===== src/rtl/seq_pkg.sv =====
// Shared definitions for the sequence-detector slice.
//   ser_state_t : serializer FSM states (IDLE/SHIFT/PARITY)
//   det_state_t : downstream 1011 detector state constants
//   cnt_width() : bit-counter width for a WIDTH-bit word, ceil(log2(WIDTH+1))
package seq_pkg;

  typedef enum logic [1:0] {
    IDLE   = 2'd0,
    SHIFT  = 2'd1,
    PARITY = 2'd2
  } ser_state_t;

  typedef enum logic [2:0] {
    DET_S0    = 3'd0,
    DET_S1    = 3'd1,
    DET_S10   = 3'd2,
    DET_S101  = 3'd3,
    DET_S1011 = 3'd4
  } det_state_t;

  localparam det_state_t DET_RESET = DET_S0;

  // Wide enough to hold WIDTH itself, so the counter never wraps inside a word.
  function automatic int cnt_width(input int w);
    return $clog2(w + 1);
  endfunction

endpackage


===== src/rtl/seq_shift_reg.sv =====
// Parallel-load shift register feeding the serial output.
//   clk, rst : clock, async active-high reset (clears the register)
//   clr      : synchronous clear (highest priority)
//   load     : load data
//   shift    : shift one position toward the head, inserting fill
//   fill     : bit shifted in at the tail
//   data     : parallel word
//   head     : bit currently at the output end (MSB or LSB per MSB_FIRST)
module seq_shift_reg #(
  parameter int WIDTH     = 8,
  parameter bit MSB_FIRST = 1'b1
) (
  input  logic             clk,
  input  logic             rst,
  input  logic             clr,
  input  logic             load,
  input  logic             shift,
  input  logic             fill,
  input  logic [WIDTH-1:0] data,
  output logic             head
);

  logic [WIDTH-1:0] q, q_sh;

  generate
    if (MSB_FIRST) begin : g_msb
      assign q_sh = {q[WIDTH-2:0], fill};
      assign head = q[WIDTH-1];
    end else begin : g_lsb
      assign q_sh = {fill, q[WIDTH-1:1]};
      assign head = q[0];
    end
  endgenerate

  always_ff @(posedge clk or posedge rst) begin
    if (rst)        q <= '0;
    else if (clr)   q <= '0;
    else if (load)  q <= data;
    else if (shift) q <= q_sh;
  end

endmodule


===== src/rtl/seq_bit_serializer.sv =====
// Parallel-to-serial converter driving a sequence detector's j input.
//   clk, rst  : clock, async active-high reset
//   in_data   : word to serialize, sampled on acceptance (in_valid & in_ready)
//   in_valid  : in_data valid
//   in_ready  : word can be accepted this cycle (state/counter only)
//   j         : serial bit, 0 whenever idle
//   j_valid   : j carries a payload or parity bit
//   busy      : state != IDLE
// Build option: define SEQ_SER_PARITY_EN to append an even-parity bit per word.
module seq_bit_serializer
  import seq_pkg::*;
#(
  parameter int WIDTH     = 8,
  parameter bit MSB_FIRST = 1'b1
) (
  input  logic             clk,
  input  logic             rst,
  input  logic [WIDTH-1:0] in_data,
  input  logic             in_valid,
  output logic             in_ready,
  output logic             j,
  output logic             j_valid,
  output logic             busy
);

  localparam int CW = cnt_width(WIDTH);

  ser_state_t    state, state_nx;
  logic [CW-1:0] cnt, cnt_nx;
  logic          load, shift, clr, rdy, fill, last;

  assign last = (cnt == CW'(WIDTH - 1));

  // j comes straight off the shift register head. The register is cleared on
  // the way back to IDLE so j reads 0 between words.
  seq_shift_reg #(.WIDTH(WIDTH), .MSB_FIRST(MSB_FIRST)) u_sr (
    .clk   (clk),
    .rst   (rst),
    .clr   (clr),
    .load  (load),
    .shift (shift),
    .fill  (fill),
    .data  (in_data),
    .head  (j)
  );

`ifdef SEQ_SER_PARITY_EN
  // The first fill bit reaches the head after exactly WIDTH shifts, i.e. in
  // the PARITY cycle, so filling with the word's parity emits it for free.
  logic par_q;
  always_ff @(posedge clk or posedge rst) begin
    if (rst)       par_q <= 1'b0;
    else if (load) par_q <= ^in_data;
  end
  assign fill = par_q;
`else
  assign fill = 1'b0;
`endif

  always_comb begin
    state_nx = state;
    cnt_nx   = cnt;
    load     = 1'b0;
    shift    = 1'b0;
    clr      = 1'b0;
    rdy      = 1'b0;
    case (state)
      IDLE: begin
        rdy = 1'b1;
        if (in_valid) begin
          load     = 1'b1;
          cnt_nx   = '0;
          state_nx = SHIFT;
        end
      end
      SHIFT: begin
`ifdef SEQ_SER_PARITY_EN
        shift  = 1'b1;
        cnt_nx = cnt + CW'(1);
        if (last) state_nx = PARITY;
`else
        if (last) begin
          rdy = 1'b1;
          if (in_valid) begin
            load   = 1'b1;
            cnt_nx = '0;
          end else begin
            clr      = 1'b1;
            state_nx = IDLE;
          end
        end else begin
          shift  = 1'b1;
          cnt_nx = cnt + CW'(1);
        end
`endif
      end
`ifdef SEQ_SER_PARITY_EN
      PARITY: begin
        rdy = 1'b1;
        if (in_valid) begin
          load     = 1'b1;
          cnt_nx   = '0;
          state_nx = SHIFT;
        end else begin
          clr      = 1'b1;
          state_nx = IDLE;
        end
      end
`endif
      default: begin
        clr      = 1'b1;
        state_nx = IDLE;
      end
    endcase
  end

  always_ff @(posedge clk or posedge rst) begin
    if (rst) begin
      state   <= IDLE;
      cnt     <= '0;
      j_valid <= 1'b0;
    end else begin
      state   <= state_nx;
      cnt     <= cnt_nx;
      j_valid <= (state_nx != IDLE);
    end
  end

  // Reset gating keeps in_ready low while rst is asserted.
  assign in_ready = rdy & ~rst;
  assign busy     = (state != IDLE);

endmodule

===== config.mk =====
export PLATFORM = sky130hd
export DESIGN_NAME = seq_bit_serializer
export DESIGN_NICKNAME = d
export VERILOG_FILES = /design/src/rtl/seq_pkg.sv /design/src/rtl/seq_shift_reg.sv /design/src/rtl/seq_bit_serializer.sv
export SDC_FILE = /design/constraint.sdc
export NUM_CORES = 1
export LEC_CHECK = 0
export CAP_MARGIN = 5
export CORE_MARGIN = 2
export CORE_UTILIZATION = 49
export DETAILED_ROUTE_END_ITERATION = 16
export PLACE_DENSITY = 0.84
export SYNTH_ARGS = -nofsm -noshare
export SYNTH_HDL_FRONTEND = slang
export SYNTH_HIERARCHICAL = 1
export SYNTH_SLANG_ARGS = --single-unit

===== constraint.sdc =====
create_clock -name clk -period 1.9 [get_ports clk]
set_input_delay 0.38 -clock clk [delete_from_list [all_inputs] [get_ports clk]]
set_output_delay 0.38 -clock clk [all_outputs]
set_load 0.03 [all_outputs]

### Word-level counts from Yosys, hierarchy flattened

Cells that the tools add are included.
W data, S select, Z words.

* add/sub/neg operators: 1
* equality and inequality tests: 2
* muxes and demuxes: 20
* bitwise gates (word level): 2
* reductions and logical operators: 5

Operators by type and width (number)
* $mux W8: 3
* $mux W4: 2
* $pmux W4 S2: 1
* $mux W1: 7
* $mux W2: 3
* $pmux W1 S2: 3
* $reduce_bool A2 Y1: 3
* $add A4 B1 Y4 const B: 1
* $eq A4 B3 Y1 const B: 1
* $pmux W2 S2: 1
* $reduce_bool A3 Y1: 1
* $eq A2 B1 Y1 const B: 1
* $logic_not A2 Y1: 1
* $and A1 B1 Y1: 1
* $not A1 Y1: 1

* flip-flop bits (word level): 15
* bits of input ports: 11
* output and inout port bits: 4
* word-level logic and storage cells: 34

### Longest topological paths before layout

* depth in word-level cells: 6
* mapped depth: 7
* depth with buffers taken out: 6

### Modules after synthesis

The synthesis kept the hierarchy.

Modules (own cells, without submodules)
* seq_shift_reg: instances 1, cells each 36, area an instance 412.9 sq um, seq. area each 200.2 sq um
* seq_bit_serializer: instances 1, cells each 41, area an instance 390.4 sq um, seq. area each 175.2 sq um

### Worst setup path after synthesis

No wires, ideal clock.

* kind: register -> output
* start point: register cnt[0]
* end point: output in_ready
* arrival: 1372 ps
* data required time: 1520 ps
* setup slack: 148 ps
* stages on the path, launching flop included: 5
* path buffers: 0
* cells stage by stage: dfrtp_1 ha_1 nand2_2 or2_1 a211oi_2

* word-level cells in the longest chain between the ends: 4

Ends and longest elaborated chain
* start, declared: RTL line seq_bit_serializer.sv:29 `logic [CW-1:0] cnt, cnt_nx;`
* start signal, assigned: RTL line seq_bit_serializer.sv:124 `cnt <= cnt_nx;`
* $eq A4 B3 Y1: RTL line seq_bit_serializer.sv:32 `assign last = (cnt == CW'(WIDTH - 1));`
* $mux W1: RTL line seq_bit_serializer.sv:82 `if (last) begin`
* $pmux W1 S2: RTL line seq_bit_serializer.sv:67 `case (state)`
* $and A1 B1 Y1: RTL line seq_bit_serializer.sv:130 `assign in_ready = rdy & ~rst;`
* end, declared: RTL line seq_bit_serializer.sv:20 `output logic in_ready,`

No other way between the ends.

### Final worst setup path

* start point: register cnt[1]
* end point: output in_ready

The elaborated chain is that of the path after synthesis.

==> summary.txt <==
Run status
  – Outcome: finished with violations
  – Failing checks: setup timing

Setup path
  – Critical Path Sink Type: output pin
  – CP delay by family, top: flip-flops
  – Worst EP required: 1520 ps
  – Reg2reg path depth: 8
  – Crit-path slowest cell: dfrtp_1
  – Crit path launch type: flop
  – Worst path max stage delay: 420 ps
  – Worst R2R Start: cnt[1]
  – Worst-path cell chain: ha_4 -> nand2_4 -> or2_4 -> a211oi_2 -> buf_4
  – Bufs and invs on worst path: 1
  – Flop2flop setup slack: 140 ps
  – Reg-to-reg endpoint: u_sr/q[7]
  – Critical path class: flop to output pin
  – CP arrival: 1560 ps
  – Crit-path max FO: 3

Global routing
  – Initial antenna violation count: 0
  – First-pass GRT wire length: 2.96 mm
  – Vias in the first global route: 642
  – Largest net degree at the start of global routing: 10
  – Grt total ovfl: 0
  – GR Util All Layers: 21.2%

Finish
  – Post-Layout Cell Count: 115
  – Fin nets: 112
  – Antenna Cells: 0
  – Layout Utilization: 67.7%
  – Final Instance Area: 1030 sq um
  – Fraction of layout cells with a size suffix above 1: 18.2%
  – Footprint of the multi-input gates: 407 sq um
  – Storage cell area: 375 sq um
  – Area grow syn2layout: 28.5%
  – Layout fillers: 115

Synth
  – Mux contribution to synthesized area: 11.2%
  – Sequential area share after synthesis: 46.7%
  – Average size of a mapped cell: 10.4 sq um
  – Main combinational cell family by area after synthesis: compound AO/OA/AOI/OAI gates
  – Fraction of synthesized cell area in xor and xnor cells: 0%
  – Synth unique cells: 30
  – Synthesized area: 803 sq um
  – Compound-Gate Fraction of Synth Area: 18.5%
  – Simple-gate share of the synthesized area: 15.9%
  – Seq cells post-synth: 15
  – Synth Area in Adders: 1.56%
  – Yosys warns: 6
  – Cells after Synth: 77

Detailed routing
  – DRT met1 WL: 799 um
  – Avg WL per Cell: 14.7 um
  – Via density: 5.49
  – DR WL met3: 88 um
  – Initial drt markers: 21
  – Vias after detailed routing: 631
  – Routed WL: 1.69 mm
  – Post-route ant nets: 0
  – DRC violations left: 0
  – Met2 Routed Length: 784 um
  – Max layer used: met4
  – DRT Pass-1 Iters: 4

Timing
  – Final setup vio count: 1
  – Final min period: 1940 ps
  – Final hold vios: 0
  – Max-slew violations: 0
  – RSZ-0062 raised after global routing: true
  – Final period util: 102%
  – Final worst slack: -35.8 ps
  – Max Clock Freq: 517 MHz
  – Worst clock skew: 1.91 ps

Placed design
  – HPWL after detailed placement: 1.15 mm
  – Placed cell count: 107
  – RePlAce Congestion: 0.796
  – Number of buffers added on ports: 14
  – Placed Area: 957 sq um
  – Dpl ws: 133 ps

Power and ir drop
  – NetSw: 241 uW
  – Gate power share: 25.6%
  – Clock share of power: 22.3%
  – Pwr dens: 765 nW/um^2
  – P_int: 549 uW
  – VDD IR max: 0.000555 V
  – Leak Pwr: 0.466 nW
  – Flop pwr share: 52.1%
  – Sw Ratio: 30.5%

Floorplan
  – Core area: 1520 sq um
  – Starting Density: 52.7%
  – Die X: 44.5 um
  – Die Y: 44.5 um
  – Top Ports: 15
  – Die area: 1980 sq um
  – Row count: 14

Clocking
  – CTS tree: built
  – CTS Buffer Depth: 2
  – Num CTS Buffers: 3
  – Clk Latency, worst-skew pair: 270 ps
  – CTS clk-pin slew, worst paths: 80 ps
  – Clk sinks: 15
  – CTS root buf: clkbuf_4
  – CTS HTree Levels: 1

Run
  – Max-Cap Viols: 0

Hold path
  – Hold WC Path Type: primary input to async pin
[cell type report]
class,instances,area share (%)
Multi-Input combinational cell,54,39.4
Timing Repair Buffer,20,17.6
Sequential cell,15,36.4
Inverter,6,2.18
Clock buffer,4,2.55
Tap cell,16,1.94
[cells by family (layout without fill, tap and decap cells)]
kind of cell,count (synthesis),in the layout
AOI/OAI and AO/OA,21,21
adders and majority gates,1,1
buffers and inverters,9,30
DFF,15,15
muxes,9,9
other,1,2
and+or+nand+nor,21,21
[placed cells by master, fill, tap and decap left out, types with 2 or more instances in the layout]
master / n
a211oi_1: 8
a21oi_1: 2
buf_4: 7
clkbuf_4: 3
clkdlybuf4s50_1: 12
conb_1: 2
dfrtp_1: 15
inv_1: 5
mux2i_1: 9
nand2_1: 2
nand2b_1: 2
nor2b_1: 9
o21ai_1: 4
[flip-flops by register name (all words and copies together), names as in the netlist]
name,count
state,2
u_sr/q,8
j_valid,1
cnt,4
[how the worst max path moves through the flow]
| stage | start | endpoint | slack [ps] | cells after the start |
|---|---|---|---|---|
| floorplan | cnt[0] | in_ready | 150 | 4 |
| global placement | cnt[0] | u_sr/q[4] | 170 | 6 |
| detailed placement | in_valid | u_sr/q[7] | 130 | 6 |
| CTS | cnt[1] | in_ready | 8 | 5 |
| global route | cnt[1] | in_ready | -90 | 5 |
| finish | cnt[1] | in_ready | -40 | 5 |
[layer usage]
| layer | vias up | track usage [%] |
|---|---|---|
| met4 | 0 | 10.9 |
| met5 | - | 0 |
| li1 | 316 | - |
| met1 | 294 | 29.6 |
| met3 | 2 | 2.86 |
| met2 | 19 | 31.9 |
[per-stage QoR]
step | TNS (ps) | power, mW | hold WS [ps]
5_1_grt | -87.5 | 0.840 | 444
3_3_place_gp | 0 | 0.576 | 492
4_1_cts | 0 | 0.781 | 420
2_1_floorplan | 0 | 0.518 | 183
6_report | -35.8 | 0.790 | 424
3_5_place_dp | 0 | 0.581 | 497
[power groups by stage]
stage / Combinational [mW] / Sequential [mW] / Clock [mW]
floorplan: 0.114 / 0.404 / 0
CTS: 0.196 / 0.405 / 0.180
global route: 0.224 / 0.418 / 0.198
detailed placement: 0.172 / 0.409 / 0
global placement: 0.168 / 0.407 / 0
finish: 0.202 / 0.412 / 0.176
[cell usage after synthesis (all sizes together)]
library cell,n,area share (%)
a211oi,9,9.0
dfrtp,15,47
or2,2,1.6
and3b,1,1.2
and2b,1,0.93
o21ai,6,4.2
buf,3,2.8
nor2,1,0.47
o31ai,1,0.93
nand2b,2,1.6
o221ai,1,1.1
a21oi,2,1.2
nand3,1,0.62
mux2i,9,11
o211ai,1,0.93
a31o,1,1.1
ha,1,1.6
conb,1,0.47
and3,1,0.78
nor2b,9,7.0
nand2,3,1.7
inv,6,2.8
[what timing repair did]
item,CTS,global route
hold buffers,0,0
pin swaps,3,0
gates resized for setup,3,2
setup buffers,4,0
endpoints found under the setup margin,2,1
[worst register-to-register path: cells and delay by family, from the launching register on]
family / cells / cell delay, ps
flip-flops: 1 / 420
buffers and inverters: 3 / 380
AND/OR/NAND/NOR: 2 / 310
AO/OA/AOI/OAI: 2 / 360
adder cells (fa/ha/maj): 1 / 180
No activity file was read; power rests on OpenSTA's default activity.
